### src/rtl/cpu_pkg.sv
// Shared types and constants for the instruction fetch unit.
package cpu_pkg;

    typedef enum logic [1:0] {
        IDLE = 2'd0,
        REQ  = 2'd1,
        HOLD = 2'd2
    } fetch_state_e;

    localparam int unsigned TMO_CNT_W = 8;
    localparam int unsigned CNT_W     = 32;

    // Canonical RISC-V NOP (addi x0,x0,0), parked in instr_out when a held word is flushed
    localparam logic [31:0] NOP_WORD = 32'h0000_0013;

endpackage

### src/rtl/instr_fetch_unit_if.sv
// Handshake bundle: next-PC input, instruction-memory req/ack bus and decode valid/ready output.
interface instr_fetch_unit_if #(
    parameter int unsigned ADDR_W = 32,
    parameter int unsigned DATA_W = 32
);
    logic [ADDR_W-1:0] pc_in;
    logic              pc_in_valid;
    logic              pc_in_ready;
    logic              flush;
    logic              imem_req;
    logic [ADDR_W-1:0] imem_addr;
    logic              imem_ack;
    logic [DATA_W-1:0] imem_rdata;
    logic              instr_valid;
    logic              instr_ready;
    logic [DATA_W-1:0] instr_out;
    logic [ADDR_W-1:0] instr_pc;

    modport master (
        input  pc_in, pc_in_valid, flush, imem_ack, imem_rdata, instr_ready,
        output pc_in_ready, imem_req, imem_addr, instr_valid, instr_out, instr_pc
    );

    modport slave (
        output pc_in, pc_in_valid, flush, imem_ack, imem_rdata, instr_ready,
        input  pc_in_ready, imem_req, imem_addr, instr_valid, instr_out, instr_pc
    );
endinterface

### src/rtl/instr_fetch_unit.sv
// Fetches one instruction word per accepted PC over req/ack and hands it to decode via valid/ready.
module instr_fetch_unit
    import cpu_pkg::*;
#(
    parameter int unsigned ADDR_W  = 32,
    parameter int unsigned DATA_W  = 32,
    parameter int unsigned TIMEOUT = 16
) (
    input  logic                 clk,
    input  logic                 rst,
    instr_fetch_unit_if.master   bus,
    output logic                 fetch_err,
    output logic [CNT_W-1:0]     fetch_count
);

    fetch_state_e          state_q, state_d;
    logic                  req_q, req_d;
    logic [ADDR_W-1:0]     addr_q, addr_d;
    logic                  valid_q, valid_d;
    logic [DATA_W-1:0]     out_q, out_d;
    logic [ADDR_W-1:0]     pc_q, pc_d;
    logic                  err_q, err_d;
    logic [CNT_W-1:0]      count_q, count_d;
    logic                  discard_q, discard_d;
    logic [TMO_CNT_W-1:0]  tmo_q, tmo_d;
    logic                  ready;

    always_ff @(posedge clk) begin
        if (rst) begin
            state_q   <= IDLE;
            req_q     <= 1'b0;
            addr_q    <= '0;
            valid_q   <= 1'b0;
            out_q     <= '0;
            pc_q      <= '0;
            err_q     <= 1'b0;
            count_q   <= '0;
            discard_q <= 1'b0;
            tmo_q     <= '0;
        end else begin
            state_q   <= state_d;
            req_q     <= req_d;
            addr_q    <= addr_d;
            valid_q   <= valid_d;
            out_q     <= out_d;
            pc_q      <= pc_d;
            err_q     <= err_d;
            count_q   <= count_d;
            discard_q <= discard_d;
            tmo_q     <= tmo_d;
        end
    end

    always_comb begin
        state_d   = state_q;
        req_d     = req_q;
        addr_d    = addr_q;
        valid_d   = valid_q;
        out_d     = out_q;
        pc_d      = pc_q;
        err_d     = err_q;
        count_d   = count_q;
        discard_d = discard_q;
        tmo_d     = tmo_q;
        ready     = 1'b0;

        unique case (state_q)
            IDLE: begin
                ready = ~bus.flush;
                if (bus.pc_in_valid && ready) begin
                    addr_d  = bus.pc_in;
                    req_d   = 1'b1;
                    tmo_d   = '0;
                    state_d = REQ;
                end
            end

            REQ: begin
                // Ack beats timeout; a flush arriving with the ack still discards the word
                if (bus.imem_ack) begin
                    req_d     = 1'b0;
                    discard_d = 1'b0;
                    if (discard_q || bus.flush) begin
                        state_d = IDLE;
                    end else begin
                        out_d   = bus.imem_rdata;
                        pc_d    = addr_q;
                        valid_d = 1'b1;
                        state_d = HOLD;
                    end
                end else if (tmo_q == TMO_CNT_W'(TIMEOUT - 1)) begin
                    err_d     = 1'b1;
                    req_d     = 1'b0;
                    discard_d = 1'b0;
                    state_d   = IDLE;
                end else begin
                    tmo_d     = tmo_q + TMO_CNT_W'(1);
                    discard_d = discard_q | bus.flush;
                end
            end

            HOLD: begin
                ready = bus.instr_ready & ~bus.flush;
                if (bus.flush) begin
                    valid_d = 1'b0;
                    out_d   = DATA_W'(NOP_WORD);
                    state_d = IDLE;
                end else if (bus.instr_ready) begin
                    count_d = count_q + CNT_W'(1);
                    valid_d = 1'b0;
                    // Launch the next fetch on the same edge the held word leaves
                    if (bus.pc_in_valid) begin
                        addr_d  = bus.pc_in;
                        req_d   = 1'b1;
                        tmo_d   = '0;
                        state_d = REQ;
                    end else begin
                        state_d = IDLE;
                    end
                end
            end

            default: state_d = IDLE;
        endcase
    end

    assign bus.pc_in_ready = ready;
    assign bus.imem_req    = req_q;
    assign bus.imem_addr   = addr_q;
    assign bus.instr_valid = valid_q;
    assign bus.instr_out   = out_q;
    assign bus.instr_pc    = pc_q;
    assign fetch_err       = err_q;
    assign fetch_count     = count_q;

endmodule

### src/flat_wrapper.sv
// flat-port wrapper written by rule: the top's interface ports become plain ports
module instr_fetch_unit_flat import cpu_pkg::*;
#(
    parameter int unsigned ADDR_W  = 32,
    parameter int unsigned DATA_W  = 32,
    parameter int unsigned TIMEOUT = 16
)
  (clk, rst, fetch_err, fetch_count, bus_pc_in, bus_pc_in_valid, bus_flush, bus_imem_ack, bus_imem_rdata, bus_instr_ready, bus_pc_in_ready, bus_imem_req, bus_imem_addr, bus_instr_valid, bus_instr_out, bus_instr_pc);
  instr_fetch_unit_if #(.ADDR_W(ADDR_W), .DATA_W(DATA_W)) bus_i ();
  input  logic clk;
  input  logic rst;
  output logic fetch_err;
  output logic [CNT_W-1:0] fetch_count;
  input wire logic [$bits(bus_i.pc_in)-1:0] bus_pc_in;
  input wire logic [$bits(bus_i.pc_in_valid)-1:0] bus_pc_in_valid;
  input wire logic [$bits(bus_i.flush)-1:0] bus_flush;
  input wire logic [$bits(bus_i.imem_ack)-1:0] bus_imem_ack;
  input wire logic [$bits(bus_i.imem_rdata)-1:0] bus_imem_rdata;
  input wire logic [$bits(bus_i.instr_ready)-1:0] bus_instr_ready;
  output wire logic [$bits(bus_i.pc_in_ready)-1:0] bus_pc_in_ready;
  output wire logic [$bits(bus_i.imem_req)-1:0] bus_imem_req;
  output wire logic [$bits(bus_i.imem_addr)-1:0] bus_imem_addr;
  output wire logic [$bits(bus_i.instr_valid)-1:0] bus_instr_valid;
  output wire logic [$bits(bus_i.instr_out)-1:0] bus_instr_out;
  output wire logic [$bits(bus_i.instr_pc)-1:0] bus_instr_pc;
  assign bus_i.pc_in = bus_pc_in;
  assign bus_i.pc_in_valid = bus_pc_in_valid;
  assign bus_i.flush = bus_flush;
  assign bus_i.imem_ack = bus_imem_ack;
  assign bus_i.imem_rdata = bus_imem_rdata;
  assign bus_i.instr_ready = bus_instr_ready;
  assign bus_pc_in_ready = bus_i.pc_in_ready;
  assign bus_imem_req = bus_i.imem_req;
  assign bus_imem_addr = bus_i.imem_addr;
  assign bus_instr_valid = bus_i.instr_valid;
  assign bus_instr_out = bus_i.instr_out;
  assign bus_instr_pc = bus_i.instr_pc;
  instr_fetch_unit #(.ADDR_W(ADDR_W), .DATA_W(DATA_W), .TIMEOUT(TIMEOUT)) u_core (.clk(clk), .rst(rst), .bus(bus_i), .fetch_err(fetch_err), .fetch_count(fetch_count));
endmodule
### config.mk
export PLATFORM = sky130hd
export DESIGN_NAME = instr_fetch_unit_flat
export DESIGN_NICKNAME = d
export VERILOG_FILES = /design/src/rtl/cpu_pkg.sv /design/src/rtl/instr_fetch_unit_if.sv /design/src/rtl/instr_fetch_unit.sv /design/src/flat_wrapper.sv
export SDC_FILE = /design/constraint.sdc
export NUM_CORES = 1
export LEC_CHECK = 0
export CAP_MARGIN = 20
export CORE_AREA = 3 3 95 143
export DETAILED_ROUTE_END_ITERATION = 10
export DIE_AREA = 0 0 98 146
export GPL_TIMING_DRIVEN = 0
export PLACE_DENSITY_LB_ADDON = 0.2
export SLEW_MARGIN = 20
export SYNTH_ARGS = -nofsm -noshare
export SYNTH_HDL_FRONTEND = slang
export SYNTH_SLANG_ARGS = --single-unit
### constraint.sdc
create_clock -name clk -period 2.2 [get_ports clk]
set_clock_uncertainty 0.05 [all_clocks]
set_input_delay 0.33 -clock clk [delete_from_list [all_inputs] [get_ports clk]]
set_output_delay 0.33 -clock clk [all_outputs]
set_load 0.005 [all_outputs]
### Word level (Yosys, flattened, before mapping)

Index checks and enable logic that the tools add are counted.
W data, S select, Z words.

* word-level logic and storage cells: 85
* output and inout bits: 132
* input port bits: 70
* register bits: 142

* equality and inequality tests: 14
* muxes and demuxes: 39
* reduce and logical (&&, ||, !) cells: 15
* add/subtract/negate cells: 2
* bitwise operators: 5

Operators by type and width (number)
* $mux W32: 7
* $pmux W32 S2: 2
* $mux W8: 6
* $add A32 B1 Y32 const B: 1
* $pmux W8 S3: 1
* $ne A2 B2 Y1 const B: 8
* $mux W1: 13
* $mux W2: 6
* $reduce_and A3 Y1: 4
* $add A8 B1 Y8 const B: 1
* $eq A8 B4 Y1 const B: 1
* $reduce_and A4 Y1: 2
* $reduce_and A7 Y1: 1
* $pmux W2 S3: 1
* $reduce_and A6 Y1: 1
* $reduce_and A5 Y1: 1
* $pmux W1 S2: 2
* $reduce_bool A2 Y1: 2
* $ne A3 B2 Y1 const B: 1
* $ne A3 B3 Y1 const B: 1
* $not A1 Y1: 3
* $pmux W1 S3: 1
* $reduce_bool A3 Y1: 1
* $eq A2 B1 Y1 const B: 1
* other kinds (7): 7

### Logic depth before layout (Yosys ltp)

Gate-level depths: netlist of run 1.

* depth after elaboration: 4
* gate-level depth with buffers: 8
* gate-level depth less buffers: 5

### Worst setup path after synthesis of run 1

OpenSTA, ideal clock, no wires.

* path kind: register -> register
* from: register u_core.state_q[0]
* to: register u_core.count_q[29], in the netlist u_core.fetch_count[29]
* setup time: 0.121 ns
* stages on the path, launching flop included: 8
* buffers on the path: 3
* required time: 2.029 ns
* setup slack: 0.171 ns
* clock period less this slack: 2.029 ns
* arrival time: 1.858 ns
* cells stage by stage: dfxtp_1 buf_6 nand4bb_1 buf_6 or3_4 buf_6 nor4_1 mux2_2

* longest elaborated chain between the ends: 2

RTL lines
* start: declaration: RTL line instr_fetch_unit.sv:16 `fetch_state_e state_q, state_d;`
* start signal: assignment: RTL line instr_fetch_unit.sv:41 `state_q <= state_d;`
* $eq A2 B2 Y1: RTL line instr_fetch_unit.sv:67 `unique case (state_q)`
* $reduce_and A3 Y1 (no source line)
* end signal: assignment: RTL line instr_fetch_unit.sv:48 `count_q <= count_d;`
* end: declaration: RTL line instr_fetch_unit.sv:23 `logic [CNT_W-1:0] count_q, count_d;`

Every way passes these cells.
A chain may end at the register's enable or synchronous reset.

### Worst setup path after layout of run 1

* from: register u_core.count_q[17], in the netlist u_core.fetch_count[17]
* to: register u_core.count_q[30], in the netlist u_core.fetch_count[30]

* longest elaborated chain between the ends: 1

RTL lines
* $add A32 B1 Y32: RTL line instr_fetch_unit.sv:109 `count_d = count_q + CNT_W'(1);`

Every way passes these cells.

==> results of run 1 <==
[sequential cells by signal, summed over array words and instances, names as in the netlist]
register                count
u_core.tmo_q                8
u_core.discard_q            1
u_core.state_q              2
u_core.bus.instr_out       32
u_core.bus.imem_req         1
u_core.fetch_err            1
u_core.fetch_count         32
u_core.bus.imem_addr       32
u_core.bus.instr_valid      1
u_core.bus.instr_pc        32
[metal layers]
layer,GRT usage,up-vias,wire [um]
met3,0.09065,41,1471
met2,0.4369,242,9505
met4,0.1137,0,592
li1,-,2766,-
met5,0,-,0
met1,0.2623,2699,6519
[cell type report]
type,instances,area [sq um],share of cell area
Antenna cell,1,2.502,0.0002974
Buffer,46,216.5,0.02572
Clock buffer,20,436.7,0.05189
Clock inverter,12,138.9,0.01650
Inverter,7,26.28,0.003122
Multi-Input combinational cell,470,2535,0.3012
Sequential cell,142,2854,0.3391
Tap cell,156,195.2,0.02319
Timing Repair Buffer,201,2011,0.2389
[layout by cell type (no fill, tap or decap), drive strengths merged, types with 3 or more instances in the layout]
cell	synthesis	routed
clkdlybuf4s50	0	198
dfxtp	142	142
nand2	141	141
a21oi	91	91
clkbuf	38	57
nor2	55	55
a22oi	29	29
nand3	23	23
or4	17	17
o31ai	13	13
nor4	10	10
nor2b	9	9
nand4	9	9
or3	9	9
inv	7	9
buf	8	9
o21ai	8	8
mux2	7	7
clkinv	0	7
xnor2	6	6
and3	6	6
xor2	4	4
a31oi	4	4
a211oi	4	4
nand2b	3	3
o211ai	3	3
[kinds of logic after synthesis]
group | synth area share
and+or+nand+nor | 0.2493
AOI/OAI and AO/OA | 0.1638
DFF | 0.5099
buffers and inverters | 0.04264
xor gates and xnor gates | 0.01571
muxes | 0.01414
adders and majority gates | 0.004488
[stage by stage]
stage | instance area (sq um) | setup slack, ns
2_1_floorplan | 5575 | 0.1709
3_3_place_gp | 7772 | -0.5710
3_5_place_dp | 7772 | -0.5740
4_1_cts | 8352 | 0.02346
5_1_grt | 8416 | -0.03399
6_report | 8416 | 0.03110
[worst paths after layout]
path                                  end  depth (start not counted)               startpoint
setup / recovery   u_core.fetch_count[30]                          5   u_core.fetch_count[17]
hold / removal          u_core.state_q[1]                          3          bus_instr_ready
setup reg to reg   u_core.fetch_count[30]                          5   u_core.fetch_count[17]
hold reg to reg   u_core.bus.instr_out[4]                          2  u_core.bus.instr_out[4]
[cells in the mapped netlist, types with 4 or more instances]
library cell / number / area share
a22oi_1: 29 / 0.039
nand4_1: 8 / 0.0090
or3_1: 7 / 0.0079
nand2_1: 141 / 0.095
xnor2_1: 6 / 0.0094
dfxtp_1: 142 / 0.51
nor2b_1: 9 / 0.010
o21ai_0: 8 / 0.0072
nand3_1: 23 / 0.021
nor4_1: 10 / 0.011
o31ai_1: 13 / 0.018
inv_1: 7 / 0.0047
a31oi_1: 4 / 0.0045
xor2_1: 4 / 0.0063
and3_1: 6 / 0.0067
a211oi_1: 4 / 0.0054
a21oi_1: 91 / 0.082
clkbuf_1: 38 / 0.026
or4_1: 17 / 0.023
nor2_1: 55 / 0.037
mux2_2: 7 / 0.014
[power groups by stage]
| stage | Sequential, uW | Combinational (uW) | Clock, uW |
|---|---|---|---|
| 2_1_floorplan | 2710 | 166 | 0 |
| 3_3_place_gp | 2710 | 447 | 0 |
| 3_5_place_dp | 2710 | 457 | 0 |
| 4_1_cts | 2660 | 460 | 2820 |
| 5_1_grt | 2660 | 496 | 2950 |
| 6_report | 2660 | 459 | 2800 |
[worst register-to-register path, cell delays in order, from the launching register on]
cell and delay (ns):
dfxtp_1 0.42, nand3_1 0.12, or4_1 0.52, clkbuf_1 0.20, nor4_2 0.37, mux2_2 0.37
[timing repair]
item,CTS,global route
endpoints found under the setup margin,67,68
hold buffers,0,0
gates resized for setup,2,29
setup buffers,1,0
pin swaps,1,0
==> results.sh, run 1 <==
export IMPL_status="finished clean"
export IMPL_placed_cells=1022
export IMPL_crit_path_max_fanout=7
export IMPL_worstMarginPinSlew_ns=0.6408
export IMPL_fmax_ghz=0.4611
export IMPL_cts_inserted_buffers=17
export IMPL_die_height_um=146
export IMPL_ys_ff_latch=142
export IMPL_synthCells=666
export IMPL_p_int_uw=4545
export IMPL_place_gp_congestion=0.8788
export IMPL_die_area_sq_mm=0.01431
export IMPL_grt_pass1_wl_um=28950
export IMPL_grt_pass1_vias=5746
export IMPL_syn_area_sq_mm=0.005575
export IMPL_rsz0062_at_grt="true"
export IMPL_setup_viol=0
export IMPL_synth_nets=738
export IMPL_regToRegSetupSlack_ns=0.03
export IMPL_wl_um=18090
export IMPL_whs_ns=0.2967
export IMPL_io_buffers=200
export IMPL_p_sw_uw=1372
export IMPL_cts_path_max_buffers=2
export IMPL_clk_pin_slew_ns=0.06
export IMPL_sw_frac_of_total=0.2318
export IMPL_synth_edf_count=0
export IMPL_ys_types=45
export IMPL_combinationalPowerShare=0.078
export IMPL_die_w_um=98
export IMPL_peakVddDrop_mv=0.5706
export IMPL_post_drt_wl_per_cell_um=17.15
export IMPL_slew_headroom=0.5728
export IMPL_clk_latency_ns=0.42
export IMPL_crit_chain="nand3_1 -> or4_1 -> clkbuf_1 -> nor4_2 -> mux2_2"
export IMPL_worstSetupPathType="reg -> reg"
export IMPL_seq_area_frac_synth=0.5099
export IMPL_syn_area_per_cell_sq_um=8.371
export IMPL_end_kind="flop"
export IMPL_remaining_drc_errors=0
export IMPL_maxCapViolCount=0
export IMPL_viasPerCell=5.448
export IMPL_area_delta_synth_final_pct=50.94
export IMPL_grt_max_degree=17
export IMPL_fillers=1034
export IMPL_slowest_delay_ns=0.52
export IMPL_crit_slowest_cell="or4_1"
export IMPL_htreeDepth=4
export IMPL_grt_usage=0.2488
export IMPL_crit_buf_inv=1
export IMPL_drtPass1Iterations=7
export IMPL_ant_nets=0
export IMPL_antenna_found_initial=1
export IMPL_vias=5748
export IMPL_pin_count=202
export IMPL_synth_top_flop_cell="dfxtp_1"
export IMPL_final_cells=1055
export IMPL_hp_class="in -> reg"
export IMPL_p_leak_uw=0.002860
export IMPL_powerDensity_mw_per_mm2=703.0
export IMPL_drt_first_iter_violations=225
export IMPL_dp_hpwl_um=13510
export IMPL_cts_sinks=142
export IMPL_cts_root_buf="clkbuf_16"
export IMPL_critPathTopFamily="simple AND/OR/NAND/NOR gates"
export IMPL_drive_above_1_share=0.08241
export IMPL_ys_warn_count=0
export IMPL_power_total_uw=5916
export IMPL_cts_tree="yes"
export IMPL_p_clk_frac=0.473
export IMPL_start_util=0.4478
export IMPL_finalCriticalPeriod_ns=2.169
export IMPL_hold_viol=0
export IMPL_row_count=50
export IMPL_cp_required_ns=2.45
export IMPL_nNetsFinal=957
export IMPL_finalCoreUtilization=0.6760
export IMPL_p_seq_frac=0.449
export IMPL_min_period_over_period=0.9859
export IMPL_async_flop_share=0
export IMPL_report_final_slew_viol_count=0
export IMPL_core_sq_mm=0.01245
export IMPL_tns_ns=0
export IMPL_worstSetupStartpointType="flop"
export IMPL_grt_overflow=0
export IMPL_critical_path_arrival_ns=2.42
(Power assumes the default switching activity.)
==> run 2, diff against run 1 <==
CORE_AREA = 3 3 100 149   (was 3 3 95 143)
CTS_BUF_LIST = sky130_fd_sc_hd__clkbuf_8   (was not set)
DIE_AREA = 0 0 103 152   (was 0 0 98 146)
==> results.sh, run 2 (same netlist as run 1, synthesis figures left out) <==
export IMPL_status="finished clean"
export IMPL_mostFrequentLayoutCell="clkdlybuf4s50_1"
export IMPL_row_count=52
export IMPL_worstSetupStartpointType="flop"
export IMPL_cts_path_max_buffers=2
export IMPL_antenna_found_initial=0
export IMPL_cts_inserted_buffers=17
export IMPL_post_drt_wl_per_cell_um=16.77
export IMPL_clk_latency_ns=0.44
export IMPL_drtPass1Iterations=4
export IMPL_peakVddDrop_mv=0.4151
export IMPL_cts_root_buf="clkbuf_8"
export IMPL_area_delta_synth_final_pct=48.07
export IMPL_cp_common_cell="buf_6"
export IMPL_dp_hpwl_um=13360
export IMPL_vias=5593
export IMPL_wl_um=17760
export IMPL_tns_ns=0
export IMPL_cts_tree="yes"
export IMPL_grt_max_degree=17
export IMPL_critPathTopFamily="simple AND/OR/NAND/NOR gates"
export IMPL_whs_ns=0.3793
export IMPL_grt_pass1_vias=5534
export IMPL_crit_buf_inv=3
export IMPL_slowest_delay_ns=0.53
export IMPL_hold_viol=0
export IMPL_antenna_cells=0
export IMPL_remaining_drc_errors=0
export IMPL_htreeDepth=4
export IMPL_grt_pass1_wl_um=27550
export IMPL_pin_count=202
export IMPL_crit_path_max_fanout=10
export IMPL_powerDensity_mw_per_mm2=623.8
export IMPL_cts_sinks=142
export IMPL_drt_first_iter_violations=249
export IMPL_place_gp_congestion=0.8782
export IMPL_grt_overflow=0
export IMPL_setup_viol=0
export IMPL_rsz0062_at_grt="true"
export IMPL_end_kind="flop"
export IMPL_die_w_um=103
export IMPL_p_leak_uw=0.002752
export IMPL_hp_class="in -> reg"
export IMPL_ant_nets=0
export IMPL_worstMarginPinSlew_ns=0.6774
export IMPL_ctsHoldBuffers=0
export IMPL_viasPerCell=5.281
export IMPL_die_height_um=152
export IMPL_crit_slowest_cell="or4_4"
export IMPL_clk_pin_slew_ns=0.08
export IMPL_drive_above_1_share=0.08919
export IMPL_worst_slack_ns=0.04881
export IMPL_placed_area_sq_mm=0.007780
export IMPL_finalCriticalPeriod_ns=2.151
export IMPL_slew_headroom=0.5484
export IMPL_crit_chain="buf_6 -> nand4bb_1 -> buf_6 -> or3_4 -> buf_6 -> or4_4 -> a21oi_2"
export IMPL_maxCapViolCount=0
export IMPL_report_final_slew_viol_count=0
export IMPL_die_area_sq_mm=0.01566
export IMPL_pre_cts_slack_ns=-0.5567
export IMPL_grt_usage=0.2214
export IMPL_final_cell_area_sq_mm=0.008255
export IMPL_start_util=0.4081
export IMPL_min_period_over_period=0.9778
export IMPL_nNetsFinal=956
export IMPL_final_cell_mix="clkdlybuf4s50_1 (199), nand2_1 (141), dfxtp_1 (133)"
export IMPL_fmax_ghz=0.4649
export IMPL_worstSetupPathType="reg -> reg"
export IMPL_cp_required_ns=2.51
export IMPL_critical_path_arrival_ns=2.46
export IMPL_io_buffers=200
export IMPL_core_sq_mm=0.01366
==> run 2: cell count changes in the layout (fill, tap and decap cells not counted), sizes merged <==
cell	before	now
buf	9	10
inv	9	12
clkinvlp	1	4
clkdlybuf4s50	198	199
clkinv	7	3
clkbuf	57	54
diode	1	0
bufinv	2	1
dlymetal6s2s	1	0
==> run 2: path summary, 6_finish.rpt <==
check	slack, ns	cells past startpoint	end	startpoint
hold / removal	0.38	3	u_core.fetch_count[31]	rst
setup / recovery	0.05	7	u_core.fetch_count[27]	u_core.state_q[0]
hold reg to reg	0.41	2	u_core.bus.instr_pc[26]	u_core.bus.instr_pc[26]
setup reg to reg	0.05	7	u_core.fetch_count[27]	u_core.state_q[0]
==> run 2: worst register-to-register path, stage by stage (launching register included) <==
cell and delay (ns):
dfxtp_1 0.32, buf_6 0.13, nand4bb_1 0.19, buf_6 0.16
or3_4 0.38, buf_6 0.16, or4_4 0.53, a21oi_2 0.16
==> run 2: power by group <==
group,switching [uW],total [uW],internal [uW]
Combinational,212,456,244
Sequential,34.0,2650,2620
Clock,1070,2040,977
==> run 2: per-layer routing <==
layer,track usage,share of wire,up-vias
li1,-,-,2752
met1,0.2378,0.37,2627
met2,0.3863,0.53,184
met3,0.07431,0.072,30
met4,0.09259,0.030,0
met5,0,0,-
==> run 2: cell type report <==
class	count	area, sq um
Multi-Input combinational cell	470	2565
Timing Repair Buffer	201	2008
Tap cell	162	202.7
Clock buffer	19	261.5
Fill cell	1217	5408
Sequential cell	142	2854
Buffer	45	209.0
Clock inverter	13	128.9
Inverter	7	26.28
==> run 2: repair_timing <==
| action | 4_1_cts | 5_1_grt |
|---|---|---|
| buffers inserted | 1 | 0 |
| cloned | 0 | 0 |
| resized for setup | 7 | 24 |
| setup endpoints to repair | 65 | 63 |
| pin swaps | 1 | 1 |
==> run 2: through the flow <==
step / util / total power (uW) / cells
6_report: 0.6042 / 5150 / 1059
5_1_grt: 0.6042 / 5356 / 1059
4_1_cts: 0.5998 / 5180 / 1060
3_5_place_dp: 0.5694 / 3166 / 1028
3_3_place_gp: 0.5694 / 3155 / 1028
2_1_floorplan: - / 2877 / 666
==> run 3, diff against run 2 <==
==> constraint.sdc (replaced) <==
create_clock -name clk -period 2.2 [get_ports clk]
set_clock_uncertainty 0.05 [all_clocks]
set_input_delay 0.33 -clock clk [delete_from_list [all_inputs] [get_ports clk]]
set_output_delay 0.33 -clock clk [all_outputs]
set_load 0.02 [all_outputs]
==> results.sh, run 3 (same netlist as run 1, synthesis figures left out) <==
export IMPL_cts_tree="yes"
export IMPL_drtPass1Iterations=4
export IMPL_pre_cts_slack_ns=-0.5567
export IMPL_fmax_ghz=0.4648
export IMPL_worst_slack_ns=0.04875
export IMPL_critical_path_arrival_ns=2.46
export IMPL_antenna_cells=0
export IMPL_power_total_uw=5202
export IMPL_clk_latency_ns=0.44
export IMPL_report_final_slew_viol_count=0
export IMPL_antenna_found_initial=0
export IMPL_ant_nets=0
export IMPL_setup_viol=0
export IMPL_min_period_over_period=0.9778
export IMPL_p_seq_frac=0.510
export IMPL_remaining_drc_errors=0
export IMPL_slew_headroom=0.5484
export IMPL_cts_sinks=142
export IMPL_p_sw_uw=1365
export IMPL_die_area_sq_mm=0.01566
export IMPL_worstSetupPathType="reg -> reg"
export IMPL_regArea_sq_mm=0.002854
export IMPL_crit_slowest_cell="or4_4"
export IMPL_cp_common_cell="buf_6"
export IMPL_mostFrequentLayoutCell="clkdlybuf4s50_1"
export IMPL_powerDensity_mw_per_mm2=630.3
export IMPL_start_util=0.4081
export IMPL_end_kind="flop"
export IMPL_place_gp_congestion=0.8782
export IMPL_fillers=1218
export IMPL_p_int_uw=3837
export IMPL_cp_required_ns=2.51
export IMPL_grt_max_degree=17
export IMPL_combinationalPowerShare=0.098
export IMPL_clk_pin_slew_ns=0.08
export IMPL_final_cell_mix="clkdlybuf4s50_1 (198), nand2_1 (141), dfxtp_1 (133)"
export IMPL_sw_frac_of_total=0.2624
export IMPL_wl_um=17780
export IMPL_finalCriticalPeriod_ns=2.151
export IMPL_die_height_um=152
export IMPL_dp_hpwl_um=13360
export IMPL_crit_chain="buf_6 -> nand4bb_1 -> buf_6 -> or3_4 -> buf_6 -> or4_4 -> a21oi_2"
export IMPL_grt_pass1_wl_um=27550
export IMPL_whs_ns=0.3793
export IMPL_ctsHoldBuffers=0
export IMPL_p_clk_frac=0.393
export IMPL_slowest_delay_ns=0.53
export IMPL_drt_first_iter_violations=249
export IMPL_die_w_um=103
export IMPL_worstSetupStartpointType="flop"
export IMPL_vias=5597
export IMPL_row_count=52
export IMPL_pin_count=202
export IMPL_tns_ns=0
export IMPL_rsz0062_at_grt="true"
export IMPL_viasPerCell=5.285
export IMPL_cts_path_max_buffers=2
export IMPL_grt_pass1_vias=5534
export IMPL_maxCapViolCount=0
export IMPL_grt_overflow=0
export IMPL_cts_inserted_buffers=17
export IMPL_hold_viol=0
export IMPL_multi_input_area_sq_mm=0.002565
export IMPL_grt_usage=0.2214
export IMPL_worstMarginPinSlew_ns=0.6774
export IMPL_cts_root_buf="clkbuf_8"
export IMPL_hp_class="in -> reg"
export IMPL_status="finished clean"
export IMPL_placed_area_sq_mm=0.007780
export IMPL_peakVddDrop_mv=0.4203
export IMPL_io_buffers=200
export IMPL_core_sq_mm=0.01366
export IMPL_area_delta_synth_final_pct=48.05
export IMPL_p_leak_uw=0.002754
export IMPL_crit_path_max_fanout=10
export IMPL_drive_above_1_share=0.08919
export IMPL_post_drt_wl_per_cell_um=16.78
export IMPL_final_cell_area_sq_mm=0.008254
export IMPL_nNetsFinal=956
export IMPL_htreeDepth=4
run 3: cell types whose count changed in the layout (fill, tap and decap cells not counted):
cell / previous run / this run
dlygate4sd2_1: 1 / 2
clkdlybuf4s50_1: 199 / 198
run 3: cell type report:
type                    count  share of cell area
plain buffers              45             0.02531
clock buffers              19             0.03168
clock inverters            13             0.01561
inverters                   7            0.003183
multi-input cells         470              0.3107
flip-flops and latches    142              0.3458
well taps                 162             0.02456
repair buffers            201              0.2431
run 3: per-layer routing:
layer,part of all wire,track usage,vias up
li1,-,-,2752
met1,0.37,0.2378,2626
met2,0.53,0.3863,187
met3,0.073,0.07431,32
met4,0.030,0.09259,0
met5,0,0,-
run 3: what timing repair did:
action / CTS / global route
gates resized for setup: 8 / 24
setup buffers: 1 / 0
pin swaps: 1 / 1
endpoints found under the setup margin: 66 / 63
run 3: path summary, 6_finish.rpt:
check,end,cells after the start,from,slack (ns)
hold reg to reg,u_core.bus.instr_pc[26],2,u_core.bus.instr_pc[26],0.41
setup reg to reg,u_core.fetch_count[27],7,u_core.state_q[0],0.05
setup / recovery,u_core.fetch_count[27],7,u_core.state_q[0],0.05
hold / removal,u_core.fetch_count[31],3,rst,0.38
run 3: power groups by stage:
stage	sequential, uW	combinational, uW	clock, uW
after floorplan	2760	168	0
after global placement	2710	499	0
after detailed placement	2710	508	0
after CTS	2650	510	2070
after global routing	2660	547	2200
final	2650	508	2040
run 3: critical path: cells and delay by family (launching register included):
| family | cells | cell delay [ns] |
|---|---|---|
| AO/OA/AOI/OAI | 1 | 0.16 |
| buffers and inverters | 3 | 0.45 |
| flip-flops | 1 | 0.32 |
| AND/OR/NAND/NOR | 3 | 1.10 |
run 3: stage by stage:
stage / utilization / cells
floorplan: - / 666
global placement: 0.5694 / 1028
detailed placement: 0.5694 / 1028
CTS: 0.5997 / 1060
global route: 0.6041 / 1059
finish: 0.6041 / 1059
